## src/rtl/parity_pkg.sv

```systemverilog
// parity_pkg: shared parity constants, FSM encoding and reference parity function
package parity_pkg;
    localparam logic MODE_EVEN = 1'b0;
    localparam logic MODE_ODD  = 1'b1;
    localparam int   MAX_W     = 64;

    typedef enum logic [1:0] {
        IDLE   = 2'd0,
        DATA   = 2'd1,
        PARITY = 2'd2
    } state_e;

    function automatic logic parity_of(input logic [MAX_W-1:0] data, input logic mode);
        return ^data ^ mode;
    endfunction
endpackage

```

## src/rtl/parity_calc.sv

```systemverilog
// parity_calc: combinational parity of a DATA_W-bit word, inverted for odd mode
module parity_calc #(
    parameter int DATA_W = 8
) (
    input  logic [DATA_W-1:0] data,
    input  logic              mode,
    output logic              parity
);
    assign parity = ^data ^ mode;
endmodule

```

## src/rtl/parity_serializer.sv

```systemverilog
// parity_serializer: serialises a parallel word bit by bit, then appends its parity bit
module parity_serializer
    import parity_pkg::*;
#(
    parameter int DATA_W    = 8,
    parameter int CNT_W     = 4,
    parameter bit MSB_FIRST = 1'b1
) (
    input  logic              clk,
    input  logic              reset,
    input  logic [DATA_W-1:0] load_data,
    input  logic              load_mode,
    input  logic              load_valid,
    output logic              load_ready,
    input  logic              tx_ready,
    output logic              tx_data,
    output logic              tx_valid,
    output logic              tx_last,
    output logic              mode_out,
    output logic [CNT_W-1:0]  counter,
    output logic              busy
);
    state_e            state_q, state_d;
    logic [DATA_W-1:0] shift_q, shift_d, shifted;
    logic [CNT_W-1:0]  cnt_q, cnt_d;
    logic              par_q, par_d, calc_par;
    logic              tx_data_q, tx_data_d, tx_valid_q, tx_valid_d, tx_last_q, tx_last_d;
    logic              mode_q, mode_d, busy_q, busy_d;
    logic              load_fire, tx_fire, last_data, next_bit;

    parity_calc #(.DATA_W(DATA_W)) u_calc (
        .data   (load_data),
        .mode   (load_mode),
        .parity (calc_par)
    );

    // A new word may be taken while the parity bit leaves, giving gapless frames
    assign load_ready = (state_q == IDLE) | ((state_q == PARITY) & tx_ready);
    assign load_fire  = load_valid & load_ready;
    assign tx_fire    = tx_valid_q & tx_ready;
    assign last_data  = cnt_q == CNT_W'(DATA_W - 1);
    assign shifted    = MSB_FIRST ? shift_q << 1 : shift_q >> 1;
    assign next_bit   = MSB_FIRST ? shifted[DATA_W-1] : shifted[0];

    always_ff @(posedge clk or posedge reset) begin
        if (reset) begin
            state_q    <= IDLE;
            shift_q    <= '0;
            cnt_q      <= '0;
            par_q      <= 1'b0;
            tx_data_q  <= 1'b0;
            tx_valid_q <= 1'b0;
            tx_last_q  <= 1'b0;
            mode_q     <= 1'b0;
            busy_q     <= 1'b0;
        end else begin
            state_q    <= state_d;
            shift_q    <= shift_d;
            cnt_q      <= cnt_d;
            par_q      <= par_d;
            tx_data_q  <= tx_data_d;
            tx_valid_q <= tx_valid_d;
            tx_last_q  <= tx_last_d;
            mode_q     <= mode_d;
            busy_q     <= busy_d;
        end
    end

    always_comb begin
        state_d = load_fire                                   ? DATA   :
                  (state_q == DATA && tx_fire && last_data)   ? PARITY :
                  (state_q == PARITY && tx_fire)              ? IDLE   : state_q;
    end

    always_comb begin
        shift_d    = shift_q;
        cnt_d      = cnt_q;
        par_d      = par_q;
        tx_data_d  = tx_data_q;
        tx_valid_d = tx_valid_q;
        tx_last_d  = tx_last_q;
        mode_d     = mode_q;
        busy_d     = busy_q;
        if (load_fire) begin
            shift_d    = load_data;
            par_d      = calc_par;
            mode_d     = load_mode;
            cnt_d      = '0;
            tx_data_d  = MSB_FIRST ? load_data[DATA_W-1] : load_data[0];
            tx_valid_d = 1'b1;
            tx_last_d  = 1'b0;
            busy_d     = 1'b1;
        end else if (tx_fire && state_q == DATA) begin
            shift_d   = shifted;
            cnt_d     = cnt_q + CNT_W'(1);
            tx_data_d = last_data ? par_q : next_bit;
            tx_last_d = last_data;
        end else if (tx_fire && state_q == PARITY) begin
            cnt_d      = '0;
            tx_data_d  = 1'b0;
            tx_valid_d = 1'b0;
            tx_last_d  = 1'b0;
            busy_d     = 1'b0;
        end
    end

    assign tx_data  = tx_data_q;
    assign tx_valid = tx_valid_q;
    assign tx_last  = tx_last_q;
    assign mode_out = mode_q;
    assign counter  = cnt_q;
    assign busy     = busy_q;
endmodule

```

## config.mk

```make
export PLATFORM = sky130hd
export DESIGN_NAME = parity_serializer
export DESIGN_NICKNAME = d
export VERILOG_FILES = /design/src/rtl/parity_pkg.sv /design/src/rtl/parity_calc.sv /design/src/rtl/parity_serializer.sv
export SDC_FILE = /design/constraint.sdc
export NUM_CORES = 1
export LEC_CHECK = 0
export CORE_AREA = 3 3 49 51
export CTS_CLUSTER_DIAMETER = 100
export DETAILED_ROUTE_END_ITERATION = 16
export DIE_AREA = 0 0 52 54
export GPL_TIMING_DRIVEN = 0
export PLACE_DENSITY_LB_ADDON = 0.05
export SLEW_MARGIN = 30
export SYNTH_ARGS = -nofsm -noshare
export SYNTH_HDL_FRONTEND = slang
export SYNTH_HIERARCHICAL = 1
export SYNTH_SLANG_ARGS = --single-unit
```

## constraint.sdc

```tcl
create_clock -name clk -period 1.8 [get_ports clk]
set_input_delay 0.36 -clock clk [delete_from_list [all_inputs] [get_ports clk]]
set_output_delay 0.36 -clock clk [all_outputs]
set_load 0.005 [all_outputs]
```

Yosys cells after proc, flatten, opt, wreduce, memory -nomap -nowiden
Cells that the tools add are included.
Operators by class
  eq/ne operators: 4
  reduce and logical (&&, ||, !) cells: 10
  mux-type cells: 16
  bitwise operators: 5
  $add $sub $neg: 1
Operators by type and width (number)
  $mux 7: 2
  $mux 4: 3
  $mux 1: 8
  $reduce_xor 8->1: 1
  $mux 2: 3
  $reduce_bool 3->1: 2
  $add 4x1->4 const B: 1
  $eq 4x3->1 const B: 1
  $reduce_bool 2->1: 2
  $and 1x1->1: 3
  $logic_and 1x1->1: 3
  $eq 2x1->1 const B: 1
  $eq 2x2->1 const B: 1
  $logic_not 2->1: 1
  $ne 2x2->1 const B: 1
  $reduce_and 2->1: 1
  $or 1x1->1: 1
  $xor 1x1->1: 1
Word-level totals
  flip-flop bits (word level): 18
  bits of input ports: 13

Longest topological paths before layout
  depth after elaboration: 6
  mapped depth: 6
  depth with buffers taken out: 5

Hierarchy
The synthesis kept the hierarchy.
Modules (own cells, without submodules)
  parity_serializer: cells each 76, area each 868.3 um^2, seq. area each 450.4 um^2, times used 1
  parity_calc: cells each 7, area each 82.6 um^2, seq. area each 0.0 um^2, times used 1

Worst setup path after synthesis
Ideal clock, no wire load.
  path kind: register to register
  start point: register cnt_q[0] (netlist: counter[0])
  end point: register tx_data_q (netlist: tx_data)
  library setup time: 130 ps
  slack: 287 ps
  data arrival time: 1382 ps
  period minus slack after synthesis: 1513 ps
  stages on the path, launching flop included: 6
  cell sequence: dfrtp_1 > ha_1 > nand3b_1 > mux2_2 > a221oi_1 > a21oi_1
Between the ends
  word-level cells in the longest chain between the ends: 4
RTL lines
  start: declaration: line parity_serializer.sv:25  | logic [CNT_W-1:0] cnt_q, cnt_d;
  start signal: assignment: line parity_serializer.sv:59  | cnt_q <= cnt_d;
  $eq 4x3->1: line parity_serializer.sv:41  | assign last_data = cnt_q == CNT_W'(DATA_W - 1);
  $mux 1: line parity_serializer.sv:96  | tx_data_d = last_data ? par_q : next_bit;
  $mux 1: line parity_serializer.sv:93  | end else if (tx_fire && state_q == DATA) begin
  $mux 1: line parity_serializer.sv:84  | if (load_fire) begin
  end signal: assignment: line parity_serializer.sv:61  | tx_data_q <= tx_data_d;
  end: declaration: line parity_serializer.sv:27  | logic tx_data_q, tx_data_d, tx_valid_q, tx_valid_d, tx_last_q, tx_last_d;
No other way between the ends.
A chain may end at the register's enable or synchronous reset.

Worst setup path after layout
  start point: register tx_valid_q (netlist: tx_valid)
  end point: output port tx_valid
RTL lines
  start: declaration: line parity_serializer.sv:27
  start signal: assignment: line parity_serializer.sv:62  | tx_valid_q <= tx_valid_d;
  end: declaration: line parity_serializer.sv:17  | output logic tx_valid,
No word-level cell between the ends.

==> results.md <==
* Fillers at about 160
* Die area at 0.002808 mm2
* Synthesized area per cell at between 10 and 15 um2
* Starting Density at 47.98%
* TritonCTS clock tree: built
* Crit Reg-Reg Endpoint: tx_data$_DFFE_PP0P_
* First-pass GRT wire length at around 2.9 mm
* Crit start category: register
* PortBufs at 22
* H-tree Lvls at 1
* Compound-Gate Fraction of Synth Area at between 10% and 20%
* Final number of setup-violating endpoints at 0
* Root Driver: clkbuf_4
* Synth Area in Adders at 1.316%
* Fin. Hold Viols at 0
* Crit. End Element: output pin
* Hold slack final at around 0.47 ns
* Async SR Flop Fraction at 100.0%
* Worst r2r path cells at 5
* GPL Wtd Cong at about 0.69
* CTS Sinks at 18
* Crit path to: tx_valid
* Multi-input logic area at about 460 um2
* Synth Instances at 83
* Pwr Total at roughly 1400 uW
* GR Util All Layers at about 14%
* Initial antenna violation count at 0
* Slew at the pin closest to its max-slew limit at between 0.6 and 0.7 ns
* Diode count at 0
* Largest cells by area after synthesis: dfrtp_1 47%, a221o_1 6.3%, and2_2 4.7%
* Mapped Nets at 97
* Yosys reg bits at 18
* Worst setup path startpoint: tx_valid$_DFFE_PP0P_
* Reg-to-reg slack, setup at 0.17 ns
* Clk_skew at 0.005320 ns
* HPWL Detailed at roughly 1.3 mm
* Maximum vdd drop at roughly 0.00089 V
* GRT Residual Overflow at 0
* Cell variety after synth at 30
* WL final at roughly 1.7 mm
* Longest Clk Path Bufs at 2
* Core Region at between 0.0015 and 0.002 mm2
* Crit path DAT at about 1.3 ns
* # rows at 16
* Die height at 54 um
* Number of flops mapped to enable cells by yosys at 0
* Worst Path Max Fanout at 8
* Synth warn at 6
* Setup CP Type: register to output pin
* Largest net degree at the start of global routing at 19
* Initial DRC count at 11
* DR DRC count at 0
* Headroom to the max-slew limit at between 50% and 60%
* Leak at about 0.00053 uW
* Final period util at 94.22%
* Pwr/cell area at around 1100 mW/mm2
* XOR/XNOR share of the synthesized area at 9.605%
* Total vias in the final route at about 700
* # hold bufs at CTS at 0
* Setup Fix Bufs, Post-CTS at 0
* Post-synthesis sequential area ratio at 47.37%
* Routed len/inst at between 10 and 15 um
* Core Util, Final at a little over three fifths
* Via count of the first global-routing pass at roughly 640
* RSZ-0062 raised after global routing: no
* Final setup margin at between 0.1 and 0.15 ns
* Syn Std Cell Area at about 950 um2
* IO Pins at 23
* Final-report max-slew violation count at 0
* Mux share of post-synthesis cell area at 3.553%
* F_max at between 500 and 600 MHz
* Max-cap violations at 0
* Post-synth top area cell: dfrtp_1
* Clock Latency Late Sink at 0.28 ns
* Final ANT Viol Nets at 0
* Worst Path Required at roughly 1.4 ns
* Reg area at around 450 um2
* R2R Path Start: counter[0]$_DFFE_PP0P_
* Die X at roughly 52 um
* Synth Area in Simple Gates at between 10% and 20%
* Layout cells sized above 1 at 22.94%
* Area share of the largest cell type after synthesis at a little under half
* Status: completed
* Clock slew seen by the registers of the worst setup and hold paths at 0.10 ns
* Final #Nets at between 100 and 150
* Drt via density at between 5 and 6
* Ys flop type: dfrtp_1
* Min-delay worst type: input pin to asynchronous set/reset pin
* Fin crit period at 1.696 ns
* Dpl ws at -0.3041 ns
* CTS buffer count at 3
* Area Overhead vs Synth at 30.39%
* Largest family of logic cells by synthesized area: compound AO/OA/AOI/OAI gates
* Router iterations before antenna repair at 4
-- worst min path at each step --
stage,start,endpoint,slack [ns],cells after the start
final,reset,tx_valid$_DFFE_PP0P_,0.47,2
after global routing,reset,tx_last$_DFFE_PP0P_,0.51,2
after CTS,tx_last$_DFFE_PP0P_,tx_last$_DFFE_PP0P_,0.50,2
after detailed placement,shift_q[0]$_DFFE_PP0P_,shift_q[0]$_DFFE_PP0P_,0.48,1
after global placement,tx_last$_DFFE_PP0P_,tx_last$_DFFE_PP0P_,0.47,2
after floorplan,reset,counter[0]$_DFFE_PP0P_,0.30,1
-- timing repair --
item,CTS,global route
gates resized for setup,2,1
endpoints found under the hold margin,0,0
setup endpoints to repair,1,1
-- through the flow --
stage	area, um2	TNS [ns]	std cells
3_5_place_dp	1205	-2.298	132
6_report	1240	0	136
2_1_floorplan	950.9	0	83
4_1_cts	1239	0	136
3_3_place_gp	1205	-2.360	132
5_1_grt	1240	0	136
-- layer usage --
| layer | GRT usage [%] | routed length, um | up-vias |
|---|---|---|---|
| met5 | 0 | 0 | - |
| met4 | 2.620 | 7 | 0 |
| met3 | 3.324 | 86 | 2 |
| met2 | 21.34 | 777 | 17 |
| met1 | 20.34 | 867 | 327 |
| li1 | - | - | 350 |
-- cells by family (layout without fill, tap and decap cells) --
| kind of cell | count (synthesis) | count (layout) |
|---|---|---|
| AO/OA/AOI/OAI | 22 | 22 |
| buffers and inverters | 6 | 32 |
| AND/OR/NAND/NOR | 25 | 25 |
| multiplexers | 3 | 3 |
| adder cells (fa/ha/maj) | 1 | 1 |
| flip-flops | 18 | 18 |
| XOR/XNOR | 8 | 8 |
-- synth_stat cells, types with 2 or more instances --
cell and count:
a21oi_1 2, xor2_1 2, xnor2_1 4, mux2_2 3, nor2_1 3, nand2b_1 2
a22o_2 2, buf_4 2, nor2_2 2, a221o_1 6, dfrtp_1 18, nand2_1 6
and2_2 6, inv_1 3, o21ai_0 7
-- power by group --
group          internal (uW)  leakage [uW]  switching (uW)
logic                    332      0.000287             162
registers                563      0.000223             115
clock network            123     0.0000210             118
total                   1020      0.000530             395
-- layout by cell type, fill, tap and decap left out, types with 3 or more instances in the layout --
cell and instances:
nand2_1 6, clkdlybuf4s50_1 20, clkbuf_4 3, nor2_1 3
mux2_2 3, xnor2_1 4, o21ai_0 7, a221o_1 6
inv_1 3, dfrtp_1 17, and2_2 6
-- critical path: stages, from the launching register on --
cell,delay (ns)
dfrtp_2,0.45
buf_4,0.12
clkdlybuf4s50_1,0.48
-- layout make-up --
type,count,area share [%]
flip-flops and latches,18,36.43
plain buffers,3,2.119
inverters,3,0.9082
repair buffers,22,17.56
clock buffers,4,2.926
well taps,27,2.725
multi-input cells,59,37.34
-- registers in the layout, summed over array words and instances (netlist names) --
| signal | flops |
|---|---|
| shift_q | 7 |
| counter | 4 |
| state_q | 2 |
| mode_out | 1 |
| par_q | 1 |
| tx_data | 1 |
| tx_last | 1 |
| tx_valid | 1 |
Note: power is estimated with default switching activity, not from simulation.
